===== src/rtl/video_timing_ctrl.sv =====
// video_timing_ctrl: raster timing generator that pulls RGB pixels from a
// valid/ready stream, locks the stream to the raster using the start-of-frame
// marker, blanks and flags underflow, and re-locks after frame errors while
// the sync timing keeps running undisturbed.
module video_timing_ctrl #(
  parameter int H_ACTIVE = 640,
  parameter int H_FP     = 16,
  parameter int H_SYNC   = 96,
  parameter int H_BP     = 48,
  parameter int V_ACTIVE = 480,
  parameter int V_FP     = 10,
  parameter int V_SYNC   = 2,
  parameter int V_BP     = 33,
  parameter bit H_POL    = 1'b0,
  parameter bit V_POL    = 1'b0
) (
  input  logic        pixclk,
  input  logic        resetn,
  input  logic        enable,
  input  logic        pix_valid,
  output logic        pix_ready,
  input  logic [23:0] pix_data,
  input  logic        pix_sof,
  output logic [7:0]  red,
  output logic [7:0]  green,
  output logic [7:0]  blue,
  output logic        vde,
  output logic        hSync,
  output logic        vSync,
  output logic        frame_start,
  output logic        underflow,
  output logic        frame_err,
  input  logic        err_clr
);

  localparam int H_TOTAL = H_ACTIVE + H_FP + H_SYNC + H_BP;
  localparam int V_TOTAL = V_ACTIVE + V_FP + V_SYNC + V_BP;
  // One extra bit of headroom so the sync window end never overflows.
  localparam int HW = $clog2(H_TOTAL + 1);
  localparam int VW = $clog2(V_TOTAL + 1);

  localparam logic [HW-1:0] H_LAST   = HW'(H_TOTAL - 1);
  localparam logic [VW-1:0] V_LAST   = VW'(V_TOTAL - 1);
  localparam logic [HW-1:0] H_ACT_C  = HW'(H_ACTIVE);
  localparam logic [VW-1:0] V_ACT_C  = VW'(V_ACTIVE);
  localparam logic [HW-1:0] HS_START = HW'(H_ACTIVE + H_FP);
  localparam logic [HW-1:0] HS_END   = HW'(H_ACTIVE + H_FP + H_SYNC);
  localparam logic [VW-1:0] VS_START = VW'(V_ACTIVE + V_FP);
  localparam logic [VW-1:0] VS_END   = VW'(V_ACTIVE + V_FP + V_SYNC);

  typedef enum logic [1:0] {
    S_IDLE  = 2'd0,
    S_ALIGN = 2'd1,
    S_RUN   = 2'd2
  } state_t;

  state_t          state_q, state_d;
  logic [HW-1:0]   h_q, h_d;
  logic [VW-1:0]   v_q, v_d;

  logic [23:0]     rgb_q, rgb_d;
  logic            vde_q, hsync_q, vsync_q, fs_q;
  logic            uf_q, fe_q;
  logic            set_uf, set_fe;

  logic            at_origin, in_active, in_hsync, in_vsync;

  // Raster position decode; vsync only changes at h=0 because v does.
  always_comb begin
    at_origin = (h_q == '0) && (v_q == '0);
    in_active = (h_q < H_ACT_C) && (v_q < V_ACT_C);
    in_hsync  = (h_q >= HS_START) && (h_q < HS_END);
    in_vsync  = (v_q >= VS_START) && (v_q < VS_END);
  end

  // Next raster position: held at origin while disabled, free-running otherwise.
  always_comb begin
    h_d = h_q;
    v_d = v_q;
    if (!enable) begin
      h_d = '0;
      v_d = '0;
    end else if (h_q == H_LAST) begin
      h_d = '0;
      v_d = (v_q == V_LAST) ? '0 : v_q + 1'b1;
    end else begin
      h_d = h_q + 1'b1;
    end
  end

  // Raster counter register.
  always_ff @(posedge pixclk) begin
    if (!resetn) begin
      h_q <= '0;
      v_q <= '0;
    end else begin
      h_q <= h_d;
      v_q <= v_d;
    end
  end

  // FSM state register.
  always_ff @(posedge pixclk) begin
    if (!resetn) begin
      state_q <= S_IDLE;
    end else begin
      state_q <= state_d;
    end
  end

  // FSM next state: lock on a sof beat at the origin, drop back on any sof mismatch.
  always_comb begin
    state_d = state_q;
    if (!enable) begin
      state_d = S_IDLE;
    end else begin
      unique case (state_q)
        S_IDLE:  state_d = S_ALIGN;
        S_ALIGN: if (at_origin && pix_valid && pix_sof) state_d = S_RUN;
        S_RUN:   if (in_active && pix_valid && (pix_sof != at_origin)) state_d = S_ALIGN;
        default: state_d = S_IDLE;
      endcase
    end
  end

  // FSM outputs: stream handshake, pixel selection and sticky error sets.
  always_comb begin
    pix_ready = 1'b0;
    rgb_d     = '0;
    set_uf    = 1'b0;
    set_fe    = 1'b0;
    if (resetn && enable) begin
      unique case (state_q)
        S_ALIGN: begin
          if (at_origin) begin
            pix_ready = pix_valid;
            if (pix_valid && pix_sof) rgb_d = pix_data;
          end else begin
            // Non-sof beats are drained; a sof beat waits for the origin.
            pix_ready = pix_valid && !pix_sof;
          end
        end
        S_RUN: begin
          if (in_active) begin
            pix_ready = 1'b1;
            if (!pix_valid) begin
              set_uf = 1'b1;
            end else if (pix_sof != at_origin) begin
              set_fe = 1'b1;
            end else begin
              rgb_d = pix_data;
            end
          end
        end
        default: ;
      endcase
    end
  end

  // Registered video outputs, all aligned one cycle behind the raster position.
  always_ff @(posedge pixclk) begin
    if (!resetn || !enable) begin
      rgb_q   <= '0;
      vde_q   <= 1'b0;
      hsync_q <= ~H_POL;
      vsync_q <= ~V_POL;
      fs_q    <= 1'b0;
    end else begin
      rgb_q   <= rgb_d;
      vde_q   <= in_active;
      hsync_q <= in_hsync ? H_POL : ~H_POL;
      vsync_q <= in_vsync ? V_POL : ~V_POL;
      fs_q    <= at_origin;
    end
  end

  // Sticky error flags; a set in the same cycle as a clear takes priority.
  always_ff @(posedge pixclk) begin
    if (!resetn) begin
      uf_q <= 1'b0;
      fe_q <= 1'b0;
    end else begin
      uf_q <= set_uf | (uf_q & ~err_clr);
      fe_q <= set_fe | (fe_q & ~err_clr);
    end
  end

  assign red         = rgb_q[23:16];
  assign green       = rgb_q[15:8];
  assign blue        = rgb_q[7:0];
  assign vde         = vde_q;
  assign hSync       = hsync_q;
  assign vSync       = vsync_q;
  assign frame_start = fs_q;
  assign underflow   = uf_q;
  assign frame_err   = fe_q;

endmodule


===== config.mk =====
export PLATFORM = sky130hd
export DESIGN_NAME = video_timing_ctrl
export DESIGN_NICKNAME = d
export VERILOG_FILES = /design/src/rtl/video_timing_ctrl.sv
export SDC_FILE = /design/constraint.sdc
export NUM_CORES = 1
export LEC_CHECK = 0
export ABC_CLOCK_PERIOD_IN_PS = 4400
export BUFFER_PORTS_ARGS = -buffer_cell sky130_fd_sc_hd__buf_4
export CAP_MARGIN = 30
export CORE_MARGIN = 2
export CORE_UTILIZATION = 25
export DETAILED_ROUTE_END_ITERATION = 7
export PLACE_DENSITY = 0.52
export SETUP_SLACK_MARGIN = 0.3
export SLEW_MARGIN = 5
export SYNTH_ARGS = -nofsm -noshare
export SYNTH_HDL_FRONTEND = slang
export SYNTH_SLANG_ARGS = --single-unit

===== constraint.sdc =====
create_clock -name pixclk -period 4.4 [get_ports pixclk]
set_clock_uncertainty 0.15 [all_clocks]
set_input_delay 0 -clock pixclk [delete_from_list [all_inputs] [get_ports pixclk]]
set_output_delay 0 -clock pixclk [all_outputs]
set_load 0.1 [all_outputs]

* Word level (Yosys, flattened, before mapping)
Cells that the tools add are included.
** Word-level totals
- Output and inout bits :: 31
- Input port bits :: 30
- Logic and storage cells :: 80
- Bits in registers :: 52
** Operators by class
- $add $sub $neg :: 2
- $lt $le $gt $ge :: 6
- Equality and inequality tests :: 7
- Mux-type cells :: 25
- Bitwise logic cells :: 8
- Reductions and logical operators :: 22
** Operators with widths (number)
- $mux W24 :: 5
- $pmux W24 S2 :: 1
- $add A10 B1 Y10 const B :: 2
- $eq A10 B10 Y1 const B :: 2
- $logic_not A10 Y1 :: 2
- $lt A10 B10 Y1 const B :: 2
- $lt A10 B9 Y1 const B :: 2
- $mux W1 :: 14
- $logic_and A1 B1 Y1 :: 11
- $ge A10 B10 Y1 const B :: 1
- $ge A10 B9 Y1 const B :: 1
- $mux W10 :: 1
- $pmux W2 S3 :: 1
- $mux W2 :: 2
- $ne A2 B2 Y1 const B :: 2
- $not A1 Y1 :: 4
- $reduce_and A2 Y1 :: 2
- $logic_not A1 Y1 :: 3
- $reduce_or A3 Y1 :: 1
- $and A1 B1 Y1 :: 2
- $eq A2 B1 Y1 const B :: 1
- $eq A2 B2 Y1 const B :: 1
- $logic_not A2 Y1 :: 1
- $or A1 B1 Y1 :: 2
- 4 further kinds :: 4

* Depth between registers and ports, before layout
Gate-level depths: netlist (run 1).
- Depth in word-level cells :: 9
- Mapped depth :: 8
- Mapped depth without buffers :: 7

* Worst setup path before layout (run 1)
No wires, ideal clock.
- Path kind :: reg-to-output
- Start :: register h_q[0]
- End :: output pix_ready
- Slack :: 0.724 ns
- Stages on the path, launching flop included :: 8
- Data required time :: 4.250 ns
- Arrival time :: 3.526 ns
- Cells stage by stage :: dfxtp_1 inv_1 ha_1 nor4b_2 nand4_1 o21ai_0 a31oi_1 nor3b_1
** On the way
- Cells in the longest elaborated chain, start to end :: 5
- Elaborated cells on any way between the ends :: 8
** Ends and longest elaborated chain
- from (decl) :: RTL line 58 : logic [HW-1:0] h_q, h_d;
- from (signal assigned) :: RTL line 94 : h_q <= '0;
- from (signal assigned) :: RTL line 97 : h_q <= h_d;
- $lt A10 B10 Y1 / $logic_not A10 Y1 (equally long branches) :: RTL line 71, 70
- $logic_and A1 B1 Y1, on equally long branches :: RTL line 71, 70
- $mux W1, on equally long branches :: RTL line 144, 135
- $pmux W1 S2 (*) :: RTL line 133 : unique case (state_q)
- $mux W1 (*) :: RTL line 132 : if (resetn && enable) begin
- to (decl) :: RTL line 21 : output logic pix_ready,
Mark *: on every way between the ends. The rest lies on a longest branch, timed or not.

* Worst setup path in the final report (run 1)
- Start :: register h_q[0]
- End :: register fe_q (netlist: frame_err)
** On the way
- Cells in the longest elaborated chain, start to end :: 9
- Elaborated cells on any way between the ends :: 11
** Ends and longest elaborated chain
- parallel branches: the longest is 5 deep, another holds $lt A10 B10 Y1
- $mux W1 (*) :: RTL line 144 : if (in_active) begin
- $mux W1 (*) :: RTL line 133
- $mux W1 (*) :: RTL line 132
- $or A1 B1 Y1 (*) :: RTL line 184 : fe_q <= set_fe | (fe_q & ~err_clr);
- to (signal assigned) :: RTL line 184
- to (decl) :: RTL line 63 : logic uf_q, fe_q;
Mark *: on every way between the ends.
A chain may end at the register's enable or synchronous reset.

==> metrics.md, run 1 <==
| Metric | Value |
|---|---|
| Commonest non-fill, non-tap cell in the layout | buf_4 |
| Port bufs | 60 |
| Mapped Area | 2150 um2 |
| Pwr dens | 272 nW/um2 |
| Drt initial violations | 74 |
| CP max FO | 5 |
| Clock transition at the registers of the reported paths | 0.11 ns |
| Die area | 9360 um2 |
| Global route total overflow | 0 |
| Status | complete, no violations |
| Layout cell share with drive strength beyond 1 | 24.7% |
| Max frequency | 387 MHz |
| GRT Util Overall | 11.1% |
| Register bit count reported by yosys | 52 |
| RSZ-0062 raised after global routing | false |
| Initial antenna violation count | 0 |
| Worst slew pin tran | 0.792 ns |
| Final HPWL DP | 3540 um |
| Setup Fix Bufs, Post-CTS | 0 |
| Final #Nets | 349 |
| Register area share after synthesis | 48.4% |
| Critical Path Start Type | flop |
| CTS Buf Count | 5 |
| Switch Pwr | 0.000206 W |
| Area Growth Syn to Fin | 43.5% |
| Yosys warns | 0 |
| DRC violations left | 0 |
| Place WS | 2.06 ns |
| WP data arrival | 2.64 ns |
| Period utilization | 58.8% |
| Die width | 96.8 um |
| Top cells by area, synth | dfxtp_1, and2_1, xor2_1 |
| Switch share | 24.6% |
| Crit end category | flop |
| H-tree Lvls | 2 |
| Vias in the first global route | 1763 |
| Hold WC Path Type | in -> reg |
| Final worst slack | 1.81 ns |
| IO Pins | 61 |
| Via density | 4.26 |
| Fin area | 3090 um2 |
| Yosys top cell by area | dfxtp_1 |
| Synth Instances | 218 |
| Final count of pins violating max slew | 0 |
| Data required, critical path | 4.45 ns |
| Most frequent cells in the layout | buf_4, dfxtp_1, dlygate4sd3_1 |
| RD Place Congestion | 0.784 |
| Min Hold Slack | 0.0525 ns |
| Crit path cell chain | inv_1, ha_1, nor4b_2, nand4_1, o21ai_0, a211oi_1, o21a_1, dlygate4sd3_1 |
| Pin count of the biggest net entering global routing | 25 |
| Maximum clock path buffer count | 2 |
| Leakage | 1.29 nW |
| Clk sinks | 52 |
| Period minus WS final | 2.59 ns |
| Worst skew pair latency | 0.32 ns |
| Max stage delay on crit path | 0.55 ns |
| Critical path type | reg -> reg |
| Vias | 1782 |
| Remaining antenna violation count | 0 |
| Placed cell area | 2700 um2 |
| Post-DR wirelength/cell | 12.3 um |
| Yosys top cell area share | 48.4% |
| Crit-path slowest cell | dlygate4sd3_1 |
| Num rows | 33 |
| Setup TNS | 0 ns |
| Syn Area/Cell | 9.87 um2 |
| Root buf cell | clkbuf_8 |
| Fin util | 37.4% |
| Worst VDD drop | 0.112 mV |
| Internal cell power | 0.000634 W |
| Iteration count of the initial detailed-routing pass | 4 |
| Clock share of power | 33.0% |
| CTS tree | yes |
| Initial Util | 26.0% |
| Synth unique cells | 45 |
| Reg power frac | 56.7% |
| Setup violations, final | 0 |
| MaxCap Viol Count | 0 |
| Routed WL | 5140 um |
| Comb pwr share | 10.3% |
| Core Box Area | 8260 um2 |
| Post-Syn Nets | 256 |
| Die H | 96.8 um |
| Fin. Hold Viols | 0 |
| Slew margin rel. | 47.2% |
| First-pass GRT wire length | 8480 um |
[per-stage QoR]
step | power, W | cells
after CTS | 0.000855 | 417
final | 0.000840 | 418
after global routing | 0.000885 | 417
after detailed placement | 0.000553 | 379
after floorplan | 0.000523 | 218
after global placement | 0.000553 | 379
[synthesized netlist by cell type]
cell and number:
dfxtp_1 52, and2_1 26, nor2_1 26, nand2_1 12
xor2_1 12, inv_1 11, nand4_1 9, ha_1 8
nand3_1 8, nor4_1 5, xnor2_1 5, and3_1 4
buf_6 3, mux2i_1 2, nor3_1 2, nor3b_1 2
o21ai_0 2, or3_1 2, a211oi_1 1, a211oi_2 1
a21o_1 1, a21oi_1 1, a21oi_2 1, a221oi_1 1
a31oi_1 1, a41o_1 1, and3b_1 1, and3b_4 1
and4_1 1, and4_4 1, clkbuf_1 1, nand2_2 1
nand2b_1 1, nand3b_1 1, nor2b_1 1, nor3_2 1
nor4_4 1, nor4b_2 1, nor4b_4 1, o2111a_1 1
o2111ai_1 1, o211ai_1 1, o21a_1 1, o22ai_1 1
or3_4 1
[layer usage]
metal / GRT usage, % / wire [um]
met5: 0 / 0
met4: 4.98 / 83
met3: 2.38 / 125
met2: 18.4 / 2570
met1: 13.9 / 2370
[flip-flops by register name, indices dropped and copies added, names as in the netlist]
signal       count
rgb_q           24
h_q             10
v_q             10
state_q          2
frame_err        1
frame_start      1
hSync            1
underflow        1
vSync            1
vde              1
[path summary, 6_finish.rpt]
path,slack (ns),endpoint,cells after the start,startpoint
min reg2reg,0.34,h_q[0]$_SDFF_PP0_,1,h_q[0]$_SDFF_PP0_
max reg2reg,1.81,frame_err$_SDFF_PN0_,8,h_q[0]$_SDFF_PP0_
max,1.81,frame_err$_SDFF_PN0_,8,h_q[0]$_SDFF_PP0_
min,0.05,state_q[0]$_SDFFE_PN0P_,4,pix_sof
[cells by family after synthesis]
family	synth area share [%]
AO/OA/AOI/OAI	5.47
XOR/XNOR	6.92
flip-flops	48.4
buffers and inverters	3.66
adder cells (fa/ha/maj)	4.65
AND/OR/NAND/NOR	30.0
multiplexers	0.931
[worst max-delay path: cells and delay by family (launching register included)]
kind	cells	cell delay, ns
AND/OR/NAND/NOR	2	0.51
buffers and inverters	2	0.62
flip-flops	1	0.36
AO/OA/AOI/OAI	3	0.71
adder cells (fa/ha/maj)	1	0.13
[power by group through the flow]
stage          sequential [W]  combinational, W  clock (W)
5_1_grt              0.000477         0.0000934   0.000314
2_1_floorplan        0.000498         0.0000249          0
4_1_cts              0.000477         0.0000865   0.000291
3_3_place_gp         0.000487         0.0000660          0
6_report             0.000477         0.0000864   0.000277
3_5_place_dp         0.000488         0.0000658          0
[layout make-up]
| cell class | count | area (um2) |
|---|---|---|
| fill | 833 | 5170 |
| sequential | 52 | 1040 |
| multi-input combinational | 151 | 1030 |
| timing repair buffer | 90 | 751 |
| tap | 105 | 131 |
| clock buffer | 6 | 72.6 |
| inverter | 11 | 41.3 |
| clock inverter | 2 | 16.3 |
| antenna | 1 | 2.50 |
[repair_timing]
item,4_1_cts,5_1_grt
hold endpoints to repair,29,0
setup endpoints to repair,0,0
gates resized for setup,0,0
hold buffers,30,0
Power figures use the tool's default switching activity.
==> run 2, diff against run 1 <==
- ABC_CLOCK_PERIOD_IN_PS: 4400 -> 2500
- clock period: 4.4 -> 2.5 ns (I/O delays scaled with it)
==> metrics.md, run 2 (same netlist as run 1, synthesis figures left out) <==
| Metric | Value |
|---|---|
| Status | complete, no violations |
| GRT Util Overall | 11.4% |
| Crit end category | primary output |
| Critical Path Start Type | flop |
| Port bufs | 60 |
| Vias | 1799 |
| Fin. Hold Viols | 0 |
| Core Box Area | 8260 um2 |
| Final HPWL DP | 3720 um |
| Global route total overflow | 0 |
| Hold Path Origin | pix_sof |
| CP Buf/Inv Count | 2 |
| Period utilization | 87.6% |
| CP max FO | 4 |
| Max frequency | 457 MHz |
| Crit-path slowest cell | dfxtp_2 |
| Period minus WS final | 2.19 ns |
| Initial Util | 26.0% |
| Vias in the first global route | 1827 |
| Internal cell power | 0.00114 W |
| Routed WL | 5290 um |
| CTS tree | yes |
| Maximum clock path buffer count | 2 |
| Largest registers | rgb_q: 24 flops, h_q: 10 flops, v_q: 10 flops |
| Crit path cell chain | inv_2, ha_4, nor4b_4, nand4_1, o21ai_2, a31oi_2, nor3b_4, buf_12 |
| H-tree Lvls | 2 |
| Die width | 96.8 um |
| Setup TNS | 0 ns |
| Comb pwr share | 10.8% |
| Initial antenna violation count | 0 |
| Root buf cell | clkbuf_8 |
| Crit. Startpoint | h_q[1]$_SDFF_PP0_ |
| First-pass GRT wire length | 8780 um |
| Slew margin rel. | 70.3% |
| Final count of pins violating max slew | 0 |
| Remaining antenna violation count | 0 |
| Number of diodes | 0 |
| Clock transition at the registers of the reported paths | 0.10 ns |
| Most frequent cells in the layout | buf_4, dfxtp_1, dlygate4sd3_1 |
| Area Growth Syn to Fin | 48.0% |
| Max FFs per register | 24 |
| Pin count of the biggest net entering global routing | 25 |
| Leakage | 1.34 nW |
| Drt initial violations | 35 |
| CTS Buf Count | 5 |
| WP data arrival | 2.04 ns |
| Fin util | 38.5% |
| MaxCap Viol Count | 0 |
| Reg power frac | 55.1% |
| Pwr dens | 479 nW/um2 |
| Most flops, register | rgb_q |
| Data required, critical path | 2.35 ns |
| Layout cell share with drive strength beyond 1 | 29.9% |
| IO Pins | 61 |
| Switch Pwr | 0.000388 W |
| Clock share of power | 34.1% |
| Fin area | 3180 um2 |
| Switch share | 25.5% |
| Num rows | 33 |
| Die area | 9360 um2 |
| Via density | 4.29 |
| DRC violations left | 0 |
| Worst skew pair latency | 0.31 ns |
| Iteration count of the initial detailed-routing pass | 4 |
| Commonest non-fill, non-tap cell in the layout | buf_4 |
| Die H | 96.8 um |
| Clk sinks | 52 |
| Setup violations, final | 0 |
| CP delay by family, top | simple AND/OR/NAND/NOR gates |
| Hold WC Path Type | in -> reg |
| Min Hold Slack | 0.0416 ns |
| Reg2reg start | h_q[1]$_SDFF_PP0_ |
| RSZ-0062 raised after global routing | true |
| Critical path type | reg -> out |
| Power after layout | 0.00152 W |
| Worst VDD drop | 0.209 mV |
| Max stage delay on crit path | 0.35 ns |
| Placed cell area | 2750 um2 |
| Final #Nets | 351 |
| Worst slew pin tran | 0.443 ns |
| RD Place Congestion | 0.732 |
| Post-DR wirelength/cell | 12.6 um |
==> run 2: through the flow <==
step | setup WS, ns | cells
floorplan | 0.278 | 218
global placement | 0.441 | 380
detailed placement | 0.397 | 380
CTS | 0.311 | 418
global route | 0.218 | 419
finish | 0.310 | 419
==> run 2: tightest hold or removal path: stages <==
cell and delay, ns:
buf_4 0.11, o2111a_1 0.18, a211oi_2 0.06, mux2i_1 0.11
==> run 2: final cells by class <==
cell class / instances / area [um2]
clock buffer: 5 / 68.8
fill: 843 / 5070
clock inverter: 3 / 28.8
timing repair buffer: 92 / 773
sequential: 52 / 1040
multi-input combinational: 151 / 1100
tap: 105 / 131
inverter: 11 / 41.3
==> run 2: timing repair <==
| item | 4_1_cts | 5_1_grt |
|---|---|---|
| endpoints found under the hold margin | 27 | 0 |
| endpoints found under the setup margin | 1 | 2 |
| setup buffers | 2 | 1 |
| hold buffers | 28 | 0 |
| pin swaps | 3 | 1 |
| resized for setup | 6 | 1 |
==> run 2: worst paths after layout <==
kind	end	slack [ns]	cells after the start
max	pix_ready	0.31	8
min	state_q[0]$_SDFFE_PN0P_	0.04	4
max reg2reg	state_q[0]$_SDFFE_PN0P_	0.40	8
min reg2reg	h_q[0]$_SDFF_PP0_	0.32	1
==> run 2: routing by layer <==
layer / vias up / routed length [um] / GRT usage, %
li1: 933 / - / -
met1: 822 / 2220 / 13.1
met2: 34 / 2790 / 20.7
met3: 10 / 129 / 2.24
met4: 0 / 142 / 4.77
met5: - / 0 / 0
==> run 2: power groups by stage <==
stage	Clock [W]	Combinational, W	Sequential, W
3_3_place_gp	0	0.000124	0.000859
4_1_cts	0.000545	0.000162	0.000840
2_1_floorplan	0	0.0000506	0.000878
6_report	0.000519	0.000164	0.000840
5_1_grt	0.000575	0.000178	0.000841
3_5_place_dp	0	0.000124	0.000859
